[src/rtl/udp_tx_framer.sv]
// UDP transmit framer: captures ports plus one payload word, computes the
// ones'-complement checksum and emits a header / checksum / payload frame.
module udp_tx_framer #(
    parameter logic [15:0] UDP_LEN   = 16'h000A,
    parameter logic [15:0] FRAME_TAG = 16'h0003,
    parameter logic [7:0]  TTL       = 8'h40
) (
    input  logic        clk,
    input  logic        rst,
    input  logic        in_valid,
    output logic        in_ready,
    input  logic [15:0] src_port,
    input  logic [15:0] dst_port,
    input  logic [63:0] in_payload,
    output logic        out_valid,
    input  logic        out_ready,
    output logic [63:0] out_data,
    output logic        out_sop,
    output logic        out_eop,
    output logic [15:0] tx_count
);

    typedef enum logic [2:0] {
        IDLE,
        SUM,
        FOLD,
        HDR,
        CSUM,
        PAY
    } state_t;

    state_t      state;
    state_t      next_state;
    logic        running;
    logic [15:0] src_q;
    logic [15:0] dst_q;
    logic [63:0] payload_q;
    logic [19:0] sum_q;
    logic [15:0] csum_q;
    logic [15:0] count_q;
    logic        accept;
    logic        xfer;
    logic [19:0] sum_c;
    logic [16:0] s1;
    logic [15:0] s2;
    logic [15:0] csum_c;

    assign accept   = in_valid && in_ready;
    assign xfer     = out_valid && out_ready;
    assign tx_count = count_q;

    // Nine halfwords summed at full width; the carries are folded back in FOLD.
    assign sum_c = 20'(src_q) + 20'(dst_q) + 20'(UDP_LEN) + 20'(FRAME_TAG)
                 + 20'({8'h00, TTL})
                 + 20'(payload_q[63:48]) + 20'(payload_q[47:32])
                 + 20'(payload_q[31:16]) + 20'(payload_q[15:0]);

    assign s1     = {1'b0, sum_q[15:0]} + 17'(sum_q[19:16]);
    assign s2     = s1[15:0] + 16'(s1[16]);
    assign csum_c = ~s2;

    always_ff @(posedge clk) begin
        if (!rst) begin
            state <= IDLE;
        end else begin
            state <= next_state;
        end
    end

    always_ff @(posedge clk) begin
        if (!rst) begin
            running   <= 1'b0;
            src_q     <= '0;
            dst_q     <= '0;
            payload_q <= '0;
            sum_q     <= '0;
            csum_q    <= '0;
            count_q   <= '0;
        end else begin
            running <= 1'b1;
            if (accept) begin
                src_q     <= src_port;
                dst_q     <= dst_port;
                payload_q <= in_payload;
            end
            if (state == SUM) begin
                sum_q <= sum_c;
            end
            // An all-zero checksum means "none" to the receiver, so send 0xFFFF.
            if (state == FOLD) begin
                csum_q <= (csum_c == 16'h0000) ? 16'hFFFF : csum_c;
            end
            if (state == PAY && xfer) begin
                count_q <= count_q + 16'd1;
            end
        end
    end

    always_comb begin
        next_state = state;
        case (state)
            IDLE:    if (accept) next_state = SUM;
            SUM:     next_state = FOLD;
            FOLD:    next_state = HDR;
            HDR:     if (xfer) next_state = CSUM;
            CSUM:    if (xfer) next_state = PAY;
            PAY:     if (xfer) next_state = IDLE;
            default: next_state = IDLE;
        endcase
    end

    always_comb begin
        in_ready  = 1'b0;
        out_valid = 1'b0;
        out_sop   = 1'b0;
        out_eop   = 1'b0;
        out_data  = '0;
        case (state)
            IDLE: in_ready = running;
            HDR: begin
                out_valid = 1'b1;
                out_sop   = 1'b1;
                out_data  = {src_q, dst_q, UDP_LEN, FRAME_TAG};
            end
            CSUM: begin
                out_valid = 1'b1;
                out_data  = {32'h0, 8'h00, TTL, csum_q};
            end
            PAY: begin
                out_valid = 1'b1;
                out_eop   = 1'b1;
                out_data  = payload_q;
            end
            default: ;
        endcase
    end

endmodule

[config.mk]
export PLATFORM = sky130hd
export DESIGN_NAME = udp_tx_framer
export DESIGN_NICKNAME = d
export VERILOG_FILES = /design/src/rtl/udp_tx_framer.sv
export SDC_FILE = /design/constraint.sdc
export NUM_CORES = 1
export LEC_CHECK = 0
export CORE_ASPECT_RATIO = 0.7
export CORE_MARGIN = 4
export CORE_UTILIZATION = 45
export CTS_BUF_LIST = sky130_fd_sc_hd__clkbuf_4 sky130_fd_sc_hd__clkbuf_8 sky130_fd_sc_hd__clkbuf_16
export CTS_CLUSTER_DIAMETER = 60
export DETAILED_ROUTE_END_ITERATION = 8
export PLACE_DENSITY_LB_ADDON = 0.05
export SLEW_MARGIN = 20
export SYNTH_ARGS = -nofsm -noshare
export SYNTH_HDL_FRONTEND = slang
export SYNTH_SLANG_ARGS = --single-unit
[constraint.sdc]
create_clock -name clk -period 4 [get_ports clk]
set_clock_uncertainty 0.1 [all_clocks]
set_input_delay 1 -clock clk [delete_from_list [all_inputs] [get_ports clk]]
set_output_delay 1 -clock clk [all_outputs]
set_load 0.1 [all_outputs]
==> run metrics <==
MaxCap Viol Count=0; Net Count, Synth=about 1400; Slew HR=34.1%; # H-tree levels=4; R2R setup slack=-0.30 ns; RSZ-0062 raised after global routing=yes; distinct cell type count after synthesis=59; fin area=between 10000 and 15000 sq um; Yosys top cell by area=dfxtp_1; Port Buffers=about 180; crit-path max FO=4; HP Class=flop to flop; CTS max path bufs=2; power per cell area=between 300 and 400 nW/um^2; worst-path cell chain=fa_1, inv_1, fa_1, fa_1, inv_1, fa_1, ha_4, and2_0, o21ai_2, nand3_2, nand2_4, o21ai_4, a31o_4, a2111oi_4, nor4_1; largest stage delay on the critical path=approximately 0.56 ns; CP Launch Type=flop; IR drop worst, VDD=0.304 mV; layout cells sized above 1=20.9%; Die X=about 180 microns; # hold bufs at CTS=0; syn_area_per_cell=between 7 and 8 sq um; Vias/cell=between 5 and 6; Req. time, crit path=~4.2 ns; wire per inst=between 15 and 20 microns; synth cell count leaders=nand2_1 (276), inv_1 (177), dfxtp_1 (151), a21oi_1 (123), fa_1 (63); final hold slack=0.355 ns; grt ovf=0; top-area cell type share of the netlist area=31.2%; worst slack at placement=-0.374 ns; kind of critical path=flop to flop; flop and latch count out of synthesis=151; GRT Overall Usage=approximately 27%; number of synthesized flops with an enable pin=0; core area=approximately 21000 sq um; CP arrival=about 4.5 ns; P&R area growth vs syn=46.0%; WL final=33000 microns; first-pass GRT wire length=between 40000 and 50000 microns; Reg clk slew, reported paths=approximately 0.06 ns; failing checks=negative setup slack; Max Slew Vio Count=0; run status=finished with violations; initial drt markers=approximately 720; Warnings, synthesis=0; CTS tree=done; fin worst setup slack=-0.299 ns; Finish-stage setup viols=10; Clk Latency, worst-skew pair=between 0.4 and 0.5 ns; CP Capture Type=flop; cell repeated most along the worst path=fa_1; GPL Wtd Cong=roughly 0.88; Leakage=0.00584 uW; Die H=131 microns; die area=roughly 24000 sq um; Mapped Cells=between 1000 and 1500; TritonCTS Buffers=17; Post-Syn Area=just under 10000 sq um; antenna violations before repair=1; Critical Path Slowest Stage Cell=fa_1; most common cell in the netlist=nand2_1; Layout Nets=1700; Vias=slightly above 9000; top post-synthesis cells by area=dfxtp_1 (31%), fa_1 (13%), nand2_1 (11%), inv_1 (6.9%), a21oi_1 (6.4%); Post-synth ARST share=0%; IO Pins=between 150 and 200; TritonRoute pass-1 iters=5; Site Rows=44; Peak Freq=around 0.23 GHz; dpl cell area=13200 sq um; Starting Density=a little under half; number of remaining DRC errors=0; vias in the first global route=between 8000 and 9000; Root Driver=clkbuf_16; Ant. Diodes=0; Tmin final=4.30 ns; crit share post-route=107%; Detailed Place HPWL=25100 microns; Final Hold Fails=0; pin count of the biggest net entering global routing=75; Most used DFF post-synth=dfxtp_1; Slew @ Worst Pin=roughly 1 ns; antenna-violating nets left=0; CTS Sinks=approximately 150; sequential area share after synthesis=a little under a third
final timing paths:
check / from / to / cells after the start
worst max-delay path: payload_q[6] / sum_q[18] / 15
worst min-delay path: dst_q[8] / dst_q[8] / 2
worst max register to register: payload_q[6] / sum_q[18] / 15
worst min register to register: dst_q[8] / dst_q[8] / 2
metrics by stage:
stage,util [%],total power (uW),TNS (ns),cells
3_3_place_gp,63.1,3320,-2.11,1739
2_1_floorplan,-,2710,-4.58,1229
6_report,67.6,5070,-2.24,1785
3_5_place_dp,63.1,3340,-2.24,1739
5_1_grt,67.6,5350,-4.21,1785
4_1_cts,66.5,4970,-1.60,1777
registers in the layout, indices dropped and copies added (netlist names):
register	flops
src_q	16
sum_q	19
state	3
payload_q	64
dst_q	16
tx_count	16
running	1
csum_q	16
worst max-delay path: cells and delay by family (launching register included):
family                     cells  cell delay (ns)
DFF                            1             0.33
adders and majority gates      5             2.28
AOI/OAI and AO/OA              4             0.82
buffers and inverters          2             0.10
and+or+nand+nor                4             0.52
cell type report:
cell class	count	area, sq um
fill	1759	6780
inverter	177	667
clock buffer	19	453
sequential	151	3030
tap	276	345
multi-input combinational	838	6140
timing repair buffer	311	3390
clock inverter	13	106
report_power, final:
| part | internal [uW] | switching [uW] | leakage, uW |
|---|---|---|---|
| Clock | 880 | 667 | 0.000266 |
| Sequential | 1600 | 73.9 | 0.00123 |
| Combinational | 856 | 988 | 0.00434 |
| Total | 3340 | 1730 | 0.00584 |
routing by layer:
layer | share of wire (%) | GRT usage (%) | up-vias
met5 | 0.024 | 0 | -
met4 | 1.8 | 7.22 | 2
met3 | 9.2 | 7.36 | 44
met2 | 41 | 38.0 | 341
met1 | 48 | 41.1 | 4377
li1 | - | - | 4516
kinds of logic after synthesis:
| logic type | share of synthesized area [%] |
|---|---|
| AO/OA/AOI/OAI | 15.9 |
| multiplexers | 0.724 |
| buffers and inverters | 9.53 |
| adder cells (fa/ha/maj) | 18.3 |
| AND/OR/NAND/NOR | 19.5 |
| XOR/XNOR | 4.78 |
| flip-flops | 31.2 |
what timing repair did:
action	4_1_cts	5_1_grt
setup endpoints to repair	24	29
gates cloned	1	0
buffers inserted	5	9
pin swaps	12	25
resized for setup	23	38
placed cells by master (no fill, tap or decap), types with 5 or more instances in the layout:
cell type        synthesis  final
clkdlybuf4s50_1          0    115
dfxtp_1                151    142
nor4_1                   6      6
clkinvlp_4               0      5
a311oi_1                14     14
clkbuf_16                0     17
buf_12                   0     59
buf_6                    1      8
nand4b_1                 6      6
nand2_1                276    273
ha_4                     0     10
o21ai_2                  0      8
clkinv_2                 0      6
o21ai_0                 43     28
a21oi_1                123    117
a21oi_2                  1      7
o21ai_1                  0      6
nand4_1                  6      6
xor2_1                  23     22
fa_1                    63     61
a22o_1                  18     18
nand3_1                 26     25
dfxtp_2                  0      9
nor2_1                  60     57
a21o_1                  13     13
mux2i_1                  7      7
buf_4                    3    129
inv_1                  177    166
inv_2                    0     10
xnor2_1                 28     25
ha_1                    41     29
nor3_1                  19     16
and3_1                   9      9
No activity file was read; power rests on OpenSTA's default activity.
